**src/rtl/pe_driver_pkg.sv**
```systemverilog
// Shared encodings for the PE command front-end: op codes, FSM states, PE control words
// and d0 header patterns.
package pe_driver_pkg;

   typedef enum logic [1:0] {
      OP_MULT = 2'd0,
      OP_CUBE = 2'd1,
      OP_ADD  = 2'd2,
      OP_SUB  = 2'd3
   } op_e;

   typedef enum logic [2:0] {
      StIdle,
      StClr,
      StLoad,
      StRun,
      StDrain,
      StHold
   } state_e;

   localparam logic [10:0] CTRL_LOAD   = 11'b11111_000000;
   localparam logic [10:0] CTRL_MULT   = 11'b00000_111111;
   localparam logic [10:0] CTRL_CUBE   = 11'b00000_000001;
   localparam logic [10:0] CTRL_ADDSUB = 11'b00000_010001;

   localparam logic [5:0] HDR_CUBE = 6'b010101;
   localparam logic [5:0] HDR_ADD  = 6'b000101;
   localparam logic [5:0] HDR_SUB  = 6'b001001;

endpackage

```
**src/rtl/pe_driver_op_decode.sv**
```systemverilog
// Combinational op decoder: maps a field operation and its operands onto the PE
// RUN-phase control word and the d0/d1/d2 operand buses.
module pe_op_decode
   import pe_driver_pkg::*;
#(
   parameter int unsigned W   = 194,
   parameter int unsigned D0W = 198
) (
   input  op_e            i_op,
   input  logic [W-1:0]   i_a,
   input  logic [W-1:0]   i_b,
   output logic [10:0]    o_run_ctrl,
   output logic [D0W-1:0] o_d0,
   output logic [W-1:0]   o_d1,
   output logic [W-1:0]   o_d2
);

   always_comb begin
      o_run_ctrl = CTRL_MULT;
      o_d0       = {{(D0W - W){1'b0}}, i_a};
      o_d1       = i_b;
      o_d2       = i_b;
      unique case (i_op)
         OP_MULT: begin
            o_run_ctrl = CTRL_MULT;
            o_d0       = {{(D0W - W){1'b0}}, i_a};
            o_d1       = i_b;
            o_d2       = i_b;
         end
         OP_CUBE: begin
            o_run_ctrl = CTRL_CUBE;
            o_d0       = {HDR_CUBE, {(D0W - 6){1'b0}}};
            o_d1       = i_a;
            o_d2       = i_a;
         end
         OP_ADD: begin
            o_run_ctrl = CTRL_ADDSUB;
            o_d0       = {HDR_ADD, {(D0W - 6){1'b0}}};
            o_d1       = i_a;
            o_d2       = i_b;
         end
         OP_SUB: begin
            o_run_ctrl = CTRL_ADDSUB;
            o_d0       = {HDR_SUB, {(D0W - 6){1'b0}}};
            o_d1       = i_a;
            o_d2       = i_b;
         end
         default: ;
      endcase
   end

endmodule

```
**src/rtl/pe_driver.sv**
```systemverilog
// Command front-end for the GF(3^97) PE: sequences CLR/LOAD/RUN/DRAIN and returns the result.
// Optional PE_DRIVER_PERF_EN adds o_perf_ops / o_perf_busy counters.
module pe_driver
   import pe_driver_pkg::*;
#(
   parameter int unsigned W    = 194,
   parameter int unsigned D0W  = 198,
   parameter int unsigned ITER = 33
) (
   input  logic           i_clk,
   input  logic           i_reset,
   input  logic           i_cmd_valid,
   output logic           o_cmd_ready,
   input  logic [1:0]     i_cmd_op,
   input  logic [W-1:0]   i_cmd_a,
   input  logic [W-1:0]   i_cmd_b,
   output logic           o_pe_reset,
   output logic [10:0]    o_pe_ctrl,
   output logic [D0W-1:0] o_pe_d0,
   output logic [W-1:0]   o_pe_d1,
   output logic [W-1:0]   o_pe_d2,
   input  logic [W-1:0]   i_pe_out,
   output logic           o_res_valid,
   input  logic           i_res_ready,
   output logic [W-1:0]   o_res_data
`ifdef PE_DRIVER_PERF_EN
   ,
   output logic [15:0]    o_perf_ops,
   output logic [31:0]    o_perf_busy
`endif
);

   localparam int unsigned CntW = (ITER > 1) ? $clog2(ITER) : 1;

   state_e          r_state;
   state_e          w_state_next;
   op_e             r_op;
   logic [W-1:0]    r_a;
   logic [W-1:0]    r_b;
   logic [W-1:0]    r_res_data;
   logic            r_res_valid;
   logic [CntW-1:0] r_cnt;
   logic            w_accept;
   logic            w_run_done;
   logic [10:0]     w_run_ctrl;

   assign w_accept   = i_reset && (r_state == StIdle) && i_cmd_valid;
   assign w_run_done = (r_cnt == CntW'(ITER - 1));

   // Operands come from registers so d0/d1/d2 stay frozen from CLR through DRAIN.
   pe_op_decode #(
      .W   (W),
      .D0W (D0W)
   ) u_decode (
      .i_op       (r_op),
      .i_a        (r_a),
      .i_b        (r_b),
      .o_run_ctrl (w_run_ctrl),
      .o_d0       (o_pe_d0),
      .o_d1       (o_pe_d1),
      .o_d2       (o_pe_d2)
   );

   always_ff @(posedge i_clk) begin
      if (!i_reset) r_state <= StIdle;
      else          r_state <= w_state_next;
   end

   always_comb begin
      w_state_next = r_state;
      unique case (r_state)
         StIdle:  if (i_cmd_valid) w_state_next = StClr;
         StClr:   w_state_next = StLoad;
         StLoad:  w_state_next = StRun;
         StRun:   if (w_run_done) w_state_next = StDrain;
         StDrain: w_state_next = StHold;
         StHold:  if (i_res_ready) w_state_next = StIdle;
         default: w_state_next = StIdle;
      endcase
   end

   always_comb begin
      o_cmd_ready = 1'b0;
      o_pe_reset  = !i_reset;
      o_pe_ctrl   = '0;
      if (i_reset) begin
         unique case (r_state)
            StIdle:  o_cmd_ready = 1'b1;
            StClr:   o_pe_reset  = 1'b1;
            StLoad:  o_pe_ctrl   = CTRL_LOAD;
            StRun:   o_pe_ctrl   = w_run_ctrl;
            default: ;
         endcase
      end
   end

   always_ff @(posedge i_clk) begin
      if (!i_reset) begin
         r_op        <= OP_MULT;
         r_a         <= '0;
         r_b         <= '0;
         r_cnt       <= '0;
         r_res_valid <= 1'b0;
         r_res_data  <= '0;
      end else begin
         if (w_accept) begin
            r_op <= op_e'(i_cmd_op);
            r_a  <= i_cmd_a;
            r_b  <= i_cmd_b;
         end
         r_cnt <= (r_state == StRun) ? r_cnt + 1'b1 : '0;
         if (r_state == StDrain) begin
            r_res_valid <= 1'b1;
            r_res_data  <= i_pe_out;
         end else if (r_state == StHold && i_res_ready) begin
            r_res_valid <= 1'b0;
         end
      end
   end

   // A result still held when reset arrives is withdrawn in that same cycle.
   assign o_res_valid = r_res_valid && i_reset;
   assign o_res_data  = r_res_data;

`ifdef PE_DRIVER_PERF_EN
   logic [15:0] r_perf_ops;
   logic [31:0] r_perf_busy;

   always_ff @(posedge i_clk) begin
      if (!i_reset) begin
         r_perf_ops  <= '0;
         r_perf_busy <= '0;
      end else begin
         if (r_state == StHold && i_res_ready && r_perf_ops != 16'hFFFF) begin
            r_perf_ops <= r_perf_ops + 16'd1;
         end
         if (r_state != StIdle) r_perf_busy <= r_perf_busy + 32'd1;
      end
   end

   assign o_perf_ops  = r_perf_ops;
   assign o_perf_busy = r_perf_busy;
`endif

endmodule

```
**config.mk**
```make
export PLATFORM = sky130hd
export DESIGN_NAME = pe_driver
export DESIGN_NICKNAME = d
export VERILOG_FILES = /design/src/rtl/pe_driver_pkg.sv /design/src/rtl/pe_driver_op_decode.sv /design/src/rtl/pe_driver.sv
export SDC_FILE = /design/constraint.sdc
export NUM_CORES = 1
export LEC_CHECK = 0
export CORE_AREA = 2 2 532 534
export DETAILED_ROUTE_END_ITERATION = 10
export DIE_AREA = 0 0 534 536
export SKIP_LAST_GASP = 1
export SYNTH_ARGS = -nofsm -noshare
export SYNTH_HDL_FRONTEND = slang
export SYNTH_SLANG_ARGS = --single-unit
```
**constraint.sdc**
```tcl
create_clock -name i_clk -period 4.6 [get_ports i_clk]
set_clock_uncertainty 0.15 [all_clocks]
set_input_delay 0.92 -clock i_clk [delete_from_list [all_inputs] [get_ports i_clk]]
set_output_delay 0.92 -clock i_clk [all_outputs]
set_load 0.01 [all_outputs]
```
==> flow_summary.rst <==
.. list-table::
   :header-rows: 1

   * - Metric
     - Value
   * - Final period demand of the worst path
     - 4340 ps
   * - Die area
     - 286000 sq um
   * - Initial antenna violation count
     - 118
   * - Crit-path cells
     - inv_1 > ha_4 > buf_12 > buf_4 > mux2_2 > clkdlybuf4s50_1
   * - Largest vdd supply drop
     - 0.206 mV
   * - Synthesized flop and latch total
     - 594
   * - DRT Pass-1 Iters
     - 7
   * - DR vias
     - 28800
   * - Worst setup startpoint
     - r_op[1]
   * - Most common flop cell mapped by yosys
     - sky130_fd_sc_hd__dfxtp_1
   * - Critical path type
     - reg -> out
   * - Fraction of final layout cells with drive strength greater than 1
     - 13.0%
   * - Count of buffers added by post-CTS timing repair for setup
     - 0
   * - Hold depth
     - 2
   * - Number of buffers added on ports
     - 1380
   * - Capture instance of the worst register-to-register path
     - r_a[31]
   * - Die Span X
     - 534 um
   * - Area of the mapped netlist
     - 28700 sq um
   * - Final slew viol count
     - 0
   * - Number of design-rule violations left by the first detailed-router iteration
     - 1930
   * - Power Dens Cells
     - 333 nW/um^2
   * - Delay contributed by the slowest stage of the critical path
     - 510 ps
   * - Clock tree from TritonCTS
     - yes
   * - Count of flip-flops with a built-in enable after synthesis
     - 0
   * - Synthesized Nets
     - 3804
   * - Number of hold-repair buffers added at the cts stage
     - 0
   * - Routed wire length per instance
     - 27.9 um
   * - H-tree depth
     - 3
   * - Total leakage power
     - 20.8 nW
   * - Most common cell after layout, fill and taps aside
     - sky130_fd_sc_hd__clkdlybuf4s50_1
   * - Number of max-capacitance violations reported
     - 0
   * - Clock buffer count from CTS
     - 83
   * - DR DRC count
     - 0
   * - Commonest non-fill, non-tap cells in the layout
     - 1366 x sky130_fd_sc_hd__clkdlybuf4s50_1, 782 x sky130_fd_sc_hd__nand2_1, 593 x sky130_fd_sc_hd__dfxtp_1, 396 x sky130_fd_sc_hd__inv_1, 390 x sky130_fd_sc_hd__mux2i_1
   * - Clock tree sinks
     - 594
   * - Category of the worst setup path capture point
     - output port
   * - Post-synthesis cell type with the largest combined area
     - sky130_fd_sc_hd__dfxtp_1
   * - Maximum clock frequency
     - 0.230 GHz
   * - Asr flop ratio synth
     - 0%
   * - I/O pins
     - 1382
   * - Number of instances in the synthesized netlist
     - 3210
   * - Worst Reg-to-Reg Cells
     - 5
   * - Clock-pin transition on the worst setup and hold timing paths
     - 60 ps
   * - Required time of the critical path
     - 3530 ps
   * - Final #Nets
     - 5092
   * - Placed Cells incl. Taps
     - 8156
   * - Max_slew headroom
     - 18.7%
   * - Syn. warnings
     - 0
   * - Maximum root-to-sink buffer count
     - 4
   * - Largest net degree at the start of global routing
     - 173
   * - Total GRT Usage
     - 15.6%
   * - CP endpoint
     - o_pe_d2[152]
   * - Remaining antenna violation count after routing
     - 0
   * - Count of distinct cell types in the synthesized netlist
     - 36
   * - Endpoints failing hold
     - 0
   * - Launch point of the worst reg-to-reg path
     - r_state[1]
   * - Path type of the worst min-delay path
     - reg -> reg
   * - Mean area per synthesized cell
     - 8.93 sq um
   * - Endpoints failing setup
     - 0
   * - Via count of the first global-routing pass
     - 28500
   * - Global route overflow
     - 0
   * - Run status
     - finished, final reports clean
   * - Initial Utilization
     - 10.2%
   * - Die boundary height
     - 536 um
   * - Register-to-register path setup slack
     - 1900 ps
   * - Resized cells post-CTS
     - 0
   * - Largest fanout of any net on the critical path
     - 23
   * - Portion of the post-synthesis area used by sequential elements
     - 41.5%
   * - Num rows
     - 195
   * - Final Instance Count excl. Fillers
     - 8360
   * - Total wirelength of the detailed-routed design
     - 233000 um
   * - Top-area cell type share of the netlist area
     - 41.5%
   * - Final cycle utilization of the critical path
     - 94.4%
   * - Final setup TNS
     - 0 ps
   * - Half-perimeter wire length of the detailed placement result
     - 197000 um
   * - Vias per cell
     - 3.44
   * - Root Buffer Master
     - sky130_fd_sc_hd__clkbuf_16
   * - Synth area leaders
     - sky130_fd_sc_hd__dfxtp_1 41%, sky130_fd_sc_hd__mux2_2 15%, sky130_fd_sc_hd__mux2i_1 14%
   * - First-pass GRT wire length
     - 294000 um
   * - Transition at the pin with the smallest max-transition slack
     - 1220 ps
   * - Unrepaired setup endpoints after global routing
     - no
   * - Insertion delay of the later-clocked pin in the worst-skew pair
     - 780 ps
   * - Area growth from synthesis to layout
     - 72.8%
   * - Placeable core region
     - 281000 sq um
   * - Cell with the biggest individual delay on the critical path
     - sky130_fd_sc_hd__clkdlybuf4s50_1
   * - Arrival time at the worst endpoint
     - 3270 ps
   * - RePlAce Congestion
     - 0.980
   * - Crit path launch type
     - register
-- where the power goes --
part	leakage [nW]	total [mW]	internal [mW]	switching, mW
Clock	1.30	6.52	3.78	2.74
Sequential	4.85	6.32	5.44	0.887
Combinational	14.6	3.66	2.02	1.64
Total	20.8	16.5	11.2	5.26
-- cell families after synthesis --
family | Yosys count | synth area share [%]
compound gates | 201 | 5.24
xor+xnor | 3 | 0.0917
mux | 778 | 28.9
simple gates | 1003 | 15.1
buf+inv | 624 | 8.96
flops | 594 | 41.5
fa+ha+maj | 6 | 0.262
other cells | 1 | 0.0131
-- worst min path at each step --
| stage | start | to | slack, ps |
|---|---|---|---|
| 2_1_floorplan | r_cnt[0] | r_cnt[0] | 280 |
| 5_1_grt | o_res_data[85] | o_res_data[85] | 340 |
| 3_3_place_gp | r_cnt[0] | r_cnt[0] | 300 |
| 6_report | o_res_data[188] | o_res_data[188] | 310 |
| 3_5_place_dp | r_cnt[0] | r_cnt[0] | 310 |
| 4_1_cts | o_res_data[113] | o_res_data[113] | 320 |
-- layer usage --
metal	GRT usage (%)	share of wire (%)	vias up
met3	4.75	9.7	282
met2	24.4	44	1561
met5	0	0.051	-
li1	-	-	12900
met1	20.0	42	14000
met4	5.47	3.8	18
-- per-stage QoR --
step                      cell area [sq um]  total power [mW]  utilization, %  hold WS (ps)  setup slack, ps
after floorplan                       28700              7.23               -           280             1020
after global placement                46700              10.1            16.6           296              862
after detailed placement              46700              10.1            16.6           307              877
after CTS                             49400              16.8            17.6           317              131
after global routing                  49400              17.1            17.6           338              107
final                                 49500              16.5            17.6           314              257
-- area by class of cell --
type	instances	area, sq um
Clock buffer	107	2280
Fill cell	31300	231000
Timing Repair Buffer	1431	14400
Multi-Input combinational cell	1992	14300
Antenna cell	61	153
Sequential cell	594	11900
Tap cell	3743	4680
Clock inverter	36	363
Inverter	396	1490
-- synthesized netlist by cell type (6+ instances only) --
cell type,count
sky130_fd_sc_hd__nor2_1,8
sky130_fd_sc_hd__and2_1,196
sky130_fd_sc_hd__buf_4,8
sky130_fd_sc_hd__dfxtp_1,594
sky130_fd_sc_hd__mux2_2,388
sky130_fd_sc_hd__a21boi_0,194
sky130_fd_sc_hd__inv_1,396
sky130_fd_sc_hd__clkbuf_1,118
sky130_fd_sc_hd__nand2_1,783
sky130_fd_sc_hd__mux2i_1,390
sky130_fd_sc_hd__ha_1,6
sky130_fd_sc_hd__buf_2,90
sky130_fd_sc_hd__buf_6,11
-- registers in the layout, indices dropped and copies added, names as in the netlist --
signal and count:
r_res_valid 1, r_cnt 6, r_a 194, r_b 194
r_state 3, r_op 2, o_res_data 194
-- worst max-delay path, delay by kind of cell (launching register included) --
| family | cells | cell delay [ps] |
|---|---|---|
| adders and majority gates | 1 | 450 |
| DFF | 1 | 330 |
| muxes | 1 | 370 |
| buffers and inverters | 4 | 1260 |
Power figures use the tool's default switching activity.
